--- config.mk ---
export PLATFORM = sky130hd
export DESIGN_NAME = puf_race_sequencer
export DESIGN_NICKNAME = d
export VERILOG_FILES = /design/src/rtl/puf_race_sequencer.sv
export SDC_FILE = /design/constraint.sdc
export NUM_CORES = 1
export LEC_CHECK = 0
export CAP_MARGIN = 40
export CORE_ASPECT_RATIO = 0.5
export CORE_MARGIN = 8
export CORE_UTILIZATION = 32
export CTS_BUF_LIST = sky130_fd_sc_hd__clkbuf_16
export CTS_CLUSTER_DIAMETER = 200
export DETAILED_ROUTE_END_ITERATION = 8
export PLACE_DENSITY = 0.54
export SLEW_MARGIN = 0
export SYNTH_ARGS = -nofsm -noshare
export SYNTH_HDL_FRONTEND = slang
export SYNTH_SLANG_ARGS = --single-unit
--- constraint.sdc ---
create_clock -name clk -period 3.9 [get_ports clk]
set_clock_uncertainty 0.1 [all_clocks]
set_input_delay 1.17 -clock clk [delete_from_list [all_inputs] [get_ports clk]]
set_output_delay 1.17 -clock clk [all_outputs]
set_load 0.05 [all_outputs]
--- src/rtl/puf_race_sequencer.sv ---
// puf_race_sequencer: steps the asynchronous race arbiter through RESP_BITS
// races (settle, launch, wait for done, sample winner) and assembles the
// winners into a response word handed off over a valid/ready handshake.
// A per-race timeout abandons races that never finish.
module puf_race_sequencer #(
  parameter int RESP_BITS      = 8,
  parameter int SETTLE_CYCLES  = 4,
  parameter int TIMEOUT_CYCLES = 255,
  localparam int IDX_W         = (RESP_BITS > 1) ? $clog2(RESP_BITS) : 1
) (
  input  logic                 clk,
  input  logic                 reset,
  input  logic                 start,
  input  logic                 arb_done,
  input  logic                 arb_out,
  output logic                 arb_reset,
  output logic                 launch,
  output logic [IDX_W-1:0]     bit_idx,
  output logic                 busy,
  output logic [RESP_BITS-1:0] resp,
  output logic                 resp_valid,
  input  logic                 resp_ready,
  output logic                 timeout_err
);

  // One counter serves both the settle phase and the wait phase.
  localparam int CNT_MAX = (SETTLE_CYCLES > TIMEOUT_CYCLES) ? SETTLE_CYCLES : TIMEOUT_CYCLES;
  localparam int CNT_W   = (CNT_MAX > 1) ? $clog2(CNT_MAX + 1) : 1;

  localparam logic [CNT_W-1:0] SETTLE_LAST = CNT_W'(SETTLE_CYCLES - 1);
  localparam logic [CNT_W-1:0] TMO_LAST    = CNT_W'(TIMEOUT_CYCLES - 1);
  localparam logic [IDX_W-1:0] IDX_LAST    = IDX_W'(RESP_BITS - 1);

  typedef enum logic [2:0] {
    ST_IDLE   = 3'd0,
    ST_CLEAR  = 3'd1,
    ST_LAUNCH = 3'd2,
    ST_WAIT   = 3'd3,
    ST_NEXT   = 3'd4,
    ST_DONE   = 3'd5
  } state_t;

  state_t               state_r, state_nxt_s;
  logic [CNT_W-1:0]     cnt_r, cnt_nxt_s;
  logic [IDX_W-1:0]     idx_r, idx_nxt_s;
  logic [RESP_BITS-1:0] resp_r, resp_nxt_s;
  logic                 tmo_r, tmo_nxt_s;

  logic done_meta_r, done_sync_r;
  logic out_meta_r, out_sync_r;

  logic arb_reset_r, launch_r, busy_r, valid_r;

  // Two-flop synchronizers for the arbiter's asynchronous done and winner.
  always_ff @(posedge clk) begin
    if (reset) begin
      done_meta_r <= 1'b0;
      done_sync_r <= 1'b0;
      out_meta_r  <= 1'b0;
      out_sync_r  <= 1'b0;
    end else begin
      done_meta_r <= arb_done;
      done_sync_r <= done_meta_r;
      out_meta_r  <= arb_out;
      out_sync_r  <= out_meta_r;
    end
  end

  // Next-state and datapath update; decisions use only synchronized arbiter signals.
  always_comb begin
    state_nxt_s = state_r;
    cnt_nxt_s   = cnt_r;
    idx_nxt_s   = idx_r;
    resp_nxt_s  = resp_r;
    tmo_nxt_s   = tmo_r;
    case (state_r)
      ST_IDLE: begin
        if (start) begin
          resp_nxt_s  = {RESP_BITS{1'b0}};
          tmo_nxt_s   = 1'b0;
          idx_nxt_s   = {IDX_W{1'b0}};
          cnt_nxt_s   = {CNT_W{1'b0}};
          state_nxt_s = ST_CLEAR;
        end else begin
          state_nxt_s = ST_IDLE;
        end
      end
      ST_CLEAR: begin
        // Counter parks on its last value while a stale done keeps us here.
        if (cnt_r == SETTLE_LAST) begin
          if (!done_sync_r) begin
            state_nxt_s = ST_LAUNCH;
          end else begin
            state_nxt_s = ST_CLEAR;
          end
        end else begin
          cnt_nxt_s = cnt_r + CNT_W'(1);
        end
      end
      ST_LAUNCH: begin
        cnt_nxt_s   = {CNT_W{1'b0}};
        state_nxt_s = ST_WAIT;
      end
      ST_WAIT: begin
        // A done arriving on the final wait cycle still counts as a finished race.
        if (done_sync_r) begin
          resp_nxt_s[idx_r] = out_sync_r;
          state_nxt_s       = ST_NEXT;
        end else if (cnt_r == TMO_LAST) begin
          resp_nxt_s[idx_r] = 1'b0;
          tmo_nxt_s         = 1'b1;
          state_nxt_s       = ST_NEXT;
        end else begin
          cnt_nxt_s = cnt_r + CNT_W'(1);
        end
      end
      ST_NEXT: begin
        if (idx_r == IDX_LAST) begin
          state_nxt_s = ST_DONE;
        end else begin
          idx_nxt_s   = idx_r + IDX_W'(1);
          cnt_nxt_s   = {CNT_W{1'b0}};
          state_nxt_s = ST_CLEAR;
        end
      end
      ST_DONE: begin
        if (resp_ready) begin
          state_nxt_s = ST_IDLE;
        end else begin
          state_nxt_s = ST_DONE;
        end
      end
      default: begin
        state_nxt_s = ST_IDLE;
      end
    endcase
  end

  // State, datapath and output registers; outputs are decoded from the next state
  // so each one is a flop that mirrors the current state.
  always_ff @(posedge clk) begin
    if (reset) begin
      state_r     <= ST_IDLE;
      cnt_r       <= {CNT_W{1'b0}};
      idx_r       <= {IDX_W{1'b0}};
      resp_r      <= {RESP_BITS{1'b0}};
      tmo_r       <= 1'b0;
      arb_reset_r <= 1'b1;
      launch_r    <= 1'b0;
      busy_r      <= 1'b0;
      valid_r     <= 1'b0;
    end else begin
      state_r     <= state_nxt_s;
      cnt_r       <= cnt_nxt_s;
      idx_r       <= idx_nxt_s;
      resp_r      <= resp_nxt_s;
      tmo_r       <= tmo_nxt_s;
      arb_reset_r <= (state_nxt_s != ST_LAUNCH) && (state_nxt_s != ST_WAIT);
      launch_r    <= (state_nxt_s == ST_LAUNCH);
      busy_r      <= (state_nxt_s != ST_IDLE);
      valid_r     <= (state_nxt_s == ST_DONE);
    end
  end

  assign arb_reset   = arb_reset_r;
  assign launch      = launch_r;
  assign bit_idx     = idx_r;
  assign busy        = busy_r;
  assign resp        = resp_r;
  assign resp_valid  = valid_r;
  assign timeout_err = tmo_r;

endmodule

Word level (Yosys, flattened, before mapping) --
Index checks and enable logic that the tools add are counted.
Storage, ports and cells: bits of input ports 6, register bits after elaboration 31
Operators by class: eq/ne operators 19, magnitude comparators 2, reductions and logical operators 11, add/sub/neg operators 2, bitwise logic cells 2, muxes and demuxes 27
Operators by type and width (number):
- 8-bit two-way mux | 7
- 8-bit one-hot mux with 5 select lines | 1
- 3-bit two-way mux | 7
- 3-bit one-hot mux with 6 select lines | 1
- 8-bit one-hot mux with 2 select lines | 1
- 3-bit == test (second input constant) | 4
- 2-bit != test (second input constant) | 6
- 3-bit by 2-bit == test with 1-bit output (second input constant) | 3
- 8-bit by 1-bit adder with 8-bit output (second input constant) | 1
- 8-bit AND | 1
- 8-bit bitwise mux | 1
- 8-bit by 2-bit == test with 1-bit output (second input constant) | 1
- 8-bit == test (second input constant) | 1
- 8-bit NOT | 1
- 3-bit by 2-bit != test with 1-bit output (second input constant) | 2
- 3-bit one-hot mux with 2 select lines | 1
- 3-bit AND reduction | 2
- 6-bit AND reduction | 1
- 1-bit two-way mux | 5
- 5-bit nonzero test | 1
- 3-bit by 4-bit < comparator with 1-bit output (second input constant) | 1
- 4-bit AND reduction | 1
- 2-bit nonzero test | 2
- 3-bit by 1-bit adder with 3-bit output (second input constant) | 1
- 9 further kinds | 10

Logic depth before layout (Yosys ltp) --
Gate-level depths: netlist (run 1).
depth after elaboration 9, gate-level depth with buffers 8

Least setup slack after synthesis (run 1) --
No wires, ideal clock.
kind input-to-reg, start input start, end register cnt_r[1], setup slack 1.626 ns, cell stages on the path 6, buffers on the path 1, required time 3.729 ns, data arrival time 2.103 ns, path through nor2_1 -> a21oi_2 -> o221ai_4 -> buf_6 -> or3_1 -> a21oi_1
Between the ends: word-level cells in the longest chain between the ends 2
Ends and longest elaborated chain:
- start: declaration | line 13 | input logic start,
- 2-bit != test (no source line)
- 6-bit AND reduction (no source line)
- end signal: assignment | line 144 | cnt_r <= {CNT_W{1'b0}};
- end signal: assignment | line 154 | cnt_r <= cnt_nxt_s;
- end: declaration | line 44 | logic [CNT_W-1:0] cnt_r, cnt_nxt_s;
Every way passes these cells. A chain may end at the register's enable or synchronous reset.

Final worst setup path (run 1) --
start register idx_r[0], in the netlist bit_idx[0], end output bit_idx[0]
RTL lines:
- start: declaration | line 45 | logic [IDX_W-1:0] idx_r, idx_nxt_s;
- start signal: assignment | line 145 | idx_r <= {IDX_W{1'b0}};
- start signal: assignment | line 155 | idx_r <= idx_nxt_s;
- end: declaration | line 18 | output logic [IDX_W-1:0] bit_idx,
No word-level cell between the ends.

==> results of run 1 <==
[worst paths after layout]
kind                               endpoint   startpoint  depth (start not counted)  slack, ns
worst max-delay path             bit_idx[0]   bit_idx[0]                          1       0.91
worst min-delay path            done_sync_r  done_meta_r                          1       0.34
worst max register to register     cnt_r[4]   bit_idx[0]                          7       1.61
worst min register to register  done_sync_r  done_meta_r                          1       0.34
[power by group through the flow]
stage                     logic, mW  registers [mW]  clock network, mW
after floorplan              0.0308           0.336                  0
after global placement       0.0478           0.334                  0
after detailed placement     0.0480           0.333                  0
after CTS                    0.0482           0.327              0.354
after global routing         0.0522           0.328              0.370
final                        0.0475           0.328              0.344
[layout by cell type (no fill, tap or decap), types with 2 or more instances in the layout]
cell	instances
clkdlybuf4s50_1	21
or3_1	8
o31ai_1	3
ha_1	4
o211ai_1	2
clkbuf_16	5
nor2b_1	14
nor2_1	15
dfxtp_1	31
o21ai_1	6
a21oi_1	10
nor3_1	5
inv_1	10
a31oi_1	4
o21ai_0	15
nand4_1	5
nand2b_1	5
nand2_1	12
o21a_1	2
[per-layer routing]
layer | global-route usage (%) | share of wire, % | vias to the layer above | wire, um
met4 | 3.99 | 1.4 | 0 | 45
met2 | 14.4 | 45 | 17 | 1440
met1 | 11.0 | 48 | 575 | 1530
met3 | 3.93 | 5.6 | 4 | 177
li1 | - | - | 664 | -
met5 | 0 | 0 | - | 0
[kinds of logic (layout without fill, tap and decap cells)]
kind of cell | count (synthesis) | in the layout | synth area share, %
DFF | 31 | 31 | 41.8
and+or+nand+nor | 72 | 72 | 26.3
buffers and inverters | 18 | 38 | 5.14
muxes | 1 | 1 | 0.674
xor gates and xnor gates | 1 | 1 | 0.590
adders and majority gates | 4 | 4 | 3.37
AOI/OAI and AO/OA | 50 | 50 | 22.2
[flip-flops by register name, indices dropped and copies added, names as in the netlist]
signal / cells
arb_reset: 1
bit_idx: 3
busy: 1
cnt_r: 8
done_meta_r: 1
done_sync_r: 1
launch: 1
out_meta_r: 1
out_sync_r: 1
resp: 8
resp_valid: 1
state_r: 3
timeout_err: 1
[cell type report]
| type | count | area [um^2] |
|---|---|---|
| Fill cell | 448 | 2560 |
| Multi-Input combinational cell | 128 | 788 |
| Sequential cell | 31 | 621 |
| Timing Repair Buffer | 22 | 218 |
| Clock buffer | 5 | 125 |
| Tap cell | 57 | 71.3 |
| Inverter | 10 | 37.5 |
| Clock inverter | 1 | 3.75 |
[through the flow]
| stage | utilization [%] | area [um^2] |
|---|---|---|
| finish | 42.1 | 1860 |
| global route | 42.1 | 1860 |
| CTS | 42.1 | 1860 |
| detailed placement | 39.2 | 1740 |
| global placement | 39.2 | 1740 |
| floorplan | - | 1490 |
==> results.ini, run 1 <==
[synthesis]
synth-seq-cells=31
syn_avg_cell_area_um2=8.39
ys_top_cells_by_area=dfxtp_1, nor2b_1, o21ai_0
synth_flop_cell=dfxtp_1
synth_top_area_share_pct=41.8
synth_area_mm2=0.00149
synth_warnings=0
yosysTopAreaCell=dfxtp_1
synth_cell_type_count=39
seq_area_frac_synth_pct=41.8
mappedNetlistNets=187
synth_most_common_cell=dfxtp_1
synth-async-reset-ratio_pct=0
synth_edf_count=0
synth_commonest_cells=dfxtp_1, nor2_1, o21ai_0
syn_inst=177

[sta]
setup_viol=0
setup_slack_ns=0.908
max_freq_ghz=0.334
finalCritPeriodShare_pct=76.7
grt_setup_unrepaired=false
period_minus_slack_ns=2.99
finalHoldViolCount=0
final.setup.tns_ns=0
relSlewSlack_pct=65.9
holdWs_ns=0.335
drv_slew=0
worst_pin_slew_ns=0.510

[critical_path]
cp_num_buf_inv=1
worstPathArrival_ns=1.72
cp_top_family=buffers and inverters
cp-start-kind=flip-flop
cp-end-kind=output pin
crit_path_max_fanout=13
crit_type=reg2out
crit_chain=clkdlybuf4s50_1
cpPeakStageDelay_ns=0.89
slowest_stage=clkdlybuf4s50_1
crit_required_ns=2.63

[global_routing]
grt_overflow=0
antenna_found_initial=0
grt_pass1_wl_um=5430
grt_pass1_vias=1178
grt_max_degree=17
grt_util_all_layers_pct=9.25

[cts]
htreeDepth=2
cts_hold_buffers=0
cts_tree=built
cts.sinks=31
cts_root_buffer=clkbuf_16
cts_buffers=5
clockBufferDepth=2
post_cts_buffers=0
clk_latency_ns=0.27
cts_resized=0
clkTransAtPathRegs_ns=0.05

[placed_design]
dp_hpwl_um=2330
preCtsSetupSlack_ns=0.963
dp.cells=248
io_buffers=21
place.gp.congestion=0.775

[floorplan]
die-width_um=112
die_y_um=64.2
core_mm2=0.00442
die-area_mm2=0.00721
num_rows=17
boundaryPins=22
start_util_pct=33.6

[routing]
first_iter_violations=35
antenna_left=0
wire_per_inst_um=12.6
drt_first_pass_iters=4
drcViolationCount=0
viasPerCell=4.96
finalWirelength_um=3190
vias=1260

[layout]
antenna_cells=0
syn2layout_area_growth_pct=25.5
fin_nets=208
finalNonFillerCells=254
drive_gt1_share_pct=7.61

[power_and_ir_drop]
total_power_uw=719
p_per_area_mw_per_mm2=386
seq_power_share_pct=45.6
vdd_drop_max_v=0.000149
combPwrFrac_pct=6.6
clkPwrFrac_pct=47.8
switching_share_pct=21.1
p_leak_nw=0.665
power.switching_uw=152
intPower_uw=567

[job]
cap_violations=0

[status]
status=finished, final reports clean

[min_path]
hp-class=reg2reg

Note: power is estimated with default switching activity, not from simulation.
==> run 2: changes to the inputs <==
--- a/config.mk
+++ b/config.mk
@@ -12,7 +12,7 @@
 export CTS_BUF_LIST = sky130_fd_sc_hd__clkbuf_16
 export CTS_CLUSTER_DIAMETER = 200
 export DETAILED_ROUTE_END_ITERATION = 8
-export PLACE_DENSITY = 0.54
+export PLACE_DENSITY = 0.56
 export SLEW_MARGIN = 0
 export SYNTH_ARGS = -nofsm -noshare
 export SYNTH_HDL_FRONTEND = slang
==> constraint.sdc (replaced) <==
create_clock -name clk -period 2.55 [get_ports clk]
set_clock_uncertainty 0.1 [all_clocks]
set_input_delay 0.765 -clock clk [delete_from_list [all_inputs] [get_ports clk]]
set_output_delay 0.765 -clock clk [all_outputs]
set_load 0.05 [all_outputs]
==> run 2 against run 1 <==
Against the previous run:
- utilization up 1.0 points
- sequential share of layout area down 0.79 points
- sequential power up 52%
- critical path type unchanged
- largest power group unchanged
- highest routed layer unchanged
- power up 56%
- design area up 2.4%
- count of clock-buffer cells in the layout unchanged
- via count up 1.8%
==> results.ini, run 2 (synthesis gave the netlist of run 1 again) <==
[status]
status=finished, final reports clean  ; unchanged

[placed_design]
preCtsSetupSlack_ns=0.0877  ; was 0.963 ns
io_buffers=21  ; unchanged
dp.cells=254  ; was 248
dp_hpwl_um=2430  ; was 2330 um
place.gp.congestion=0.774  ; was 0.775

[sta]
setup_viol=0  ; unchanged
finalCritPeriodShare_pct=89.4
holdWs_ns=0.331  ; was 0.335 ns
grt_setup_unrepaired=false  ; unchanged
worst_pin_slew_ns=0.513  ; was 0.510 ns
period_minus_slack_ns=2.28
final.setup.tns_ns=0  ; unchanged
max_freq_ghz=0.439
setup_slack_ns=0.271  ; was 0.908 ns
finalHoldViolCount=0  ; unchanged
relSlewSlack_pct=65.7  ; was 65.9%
drv_slew=0  ; unchanged

[layout]
layout_commonest_cell=dfxtp_1  ; unchanged
finalNonFillerCells=262  ; was 254
antenna_cells=0  ; unchanged
drive_gt1_share_pct=11.7  ; was 7.61%
syn2layout_area_growth_pct=28.6  ; was 25.5%
final_cell_mix=dfxtp_1, clkdlybuf4s50_1, nor2_1, o21ai_0, nor2b_1  ; unchanged
final_core_util_pct=43.2  ; was 42.1%
fin_nets=214  ; was 208

[power_and_ir_drop]
seq_power_share_pct=44.4  ; was 45.6%
intPower_uw=876  ; was 567 uW
power.switching_uw=249  ; was 152 uW
switching_share_pct=22.1  ; was 21.1%
p_leak_nw=0.706  ; was 0.665 nW
combPwrFrac_pct=6.9  ; was 6.6%
p_per_area_mw_per_mm2=589  ; was 386 mW/mm^2
clkPwrFrac_pct=48.7  ; was 47.8%
vdd_drop_max_v=0.000237  ; was 0.000149 V

[floorplan]
core_mm2=0.00442  ; unchanged
die_y_um=64.2  ; unchanged
die-area_mm2=0.00721  ; unchanged
boundaryPins=22  ; unchanged
start_util_pct=33.6  ; unchanged
num_rows=17  ; unchanged
die-width_um=112  ; unchanged

[cts]
cts.sinks=31  ; unchanged
clkTransAtPathRegs_ns=0.05  ; about the same
cts_hold_buffers=0  ; unchanged
cts_resized=0  ; unchanged
clockBufferDepth=2  ; unchanged
cts_tree=built  ; unchanged
htreeDepth=2  ; unchanged
cts_buffers=5  ; unchanged
cts_root_buffer=clkbuf_16  ; unchanged
post_cts_buffers=0  ; unchanged
clk_latency_ns=0.27  ; about the same

[routing]
finalWirelength_um=3300  ; was 3190 um
drcViolationCount=0  ; unchanged
wire_per_inst_um=12.6  ; about the same
first_iter_violations=39  ; was 35
viasPerCell=4.90  ; was 4.96
vias=1283  ; was 1,260
antenna_left=0  ; unchanged
drt_first_pass_iters=4  ; unchanged

[global_routing]
met3_usage_pct=3.37  ; was 3.93%
grt.met2_usage_pct=16.3  ; was 14.4%
grt_max_degree=16  ; was 17
grt_util_all_layers_pct=9.75  ; was 9.25%
grt_overflow=0  ; unchanged
grt.busiest_layer=met2  ; unchanged
antenna_found_initial=0  ; unchanged
use_met1_pct=10.8  ; was 11.0%
grt_pass1_vias=1244  ; was 1,178
grt_pass1_wl_um=5760  ; was 5430 um

[job]
cap_violations=0  ; unchanged

[critical_path]
crit_required_ns=1.69  ; was 2.63 ns
crit_type=reg2out  ; unchanged
crit_chain=clkdlybuf4s50_1  ; unchanged
slowest_stage=clkdlybuf4s50_1  ; unchanged
cpPeakStageDelay_ns=0.81  ; was 0.89 ns
worstPathArrival_ns=1.41  ; was 1.72 ns
cp_top_family=buffers and inverters  ; unchanged
cp_num_buf_inv=1  ; unchanged
crit_path_max_fanout=2  ; was 13
cp-start-kind=flip-flop  ; unchanged
cp-end-kind=output pin  ; unchanged

[min_path]
hp-class=reg2reg  ; unchanged

run 2: area by class of cell:
| class | instances | area (um^2) |
|---|---|---|
| Clock buffer | 5 | 125 |
| Clock inverter | 3 | 11.3 |
| Fill cell | 454 | 2510 |
| Inverter | 10 | 37.5 |
| Multi-Input combinational cell | 128 | 788 |
| Sequential cell | 31 | 621 |
| Tap cell | 57 | 71.3 |
| Timing Repair Buffer | 28 | 255 |
run 2: power by group through the flow:
stage	clock (mW)	sequential, mW	combinational, mW
finish	0.547	0.499	0.0778
detailed placement	0	0.509	0.0782
floorplan	0	0.513	0.0472
CTS	0.562	0.499	0.0785
global placement	0	0.509	0.0769
global route	0.588	0.500	0.0849
run 2: per-layer routing:
layer	routed length, um	vias to the layer above
met4	51	0
met2	1570	17
met5	0	-
met3	144	4
met1	1540	582
li1	-	680
run 2: final timing paths:
path              cells after the start  slack, ns        start     endpoint
hold reg to reg                       1       0.33  done_meta_r  done_sync_r
setup / recovery                      1       0.27  timeout_err  timeout_err
hold / removal                        1       0.33  done_meta_r  done_sync_r
setup reg to reg                      7       0.37     cnt_r[0]     cnt_r[0]
run 2: metrics by stage:
step                instance area, um^2  power, mW
floorplan                          1490      0.561
global placement                   1770      0.586
global route                       1910       1.17
finish                             1910       1.12
CTS                                1910       1.14
detailed placement                 1770      0.587
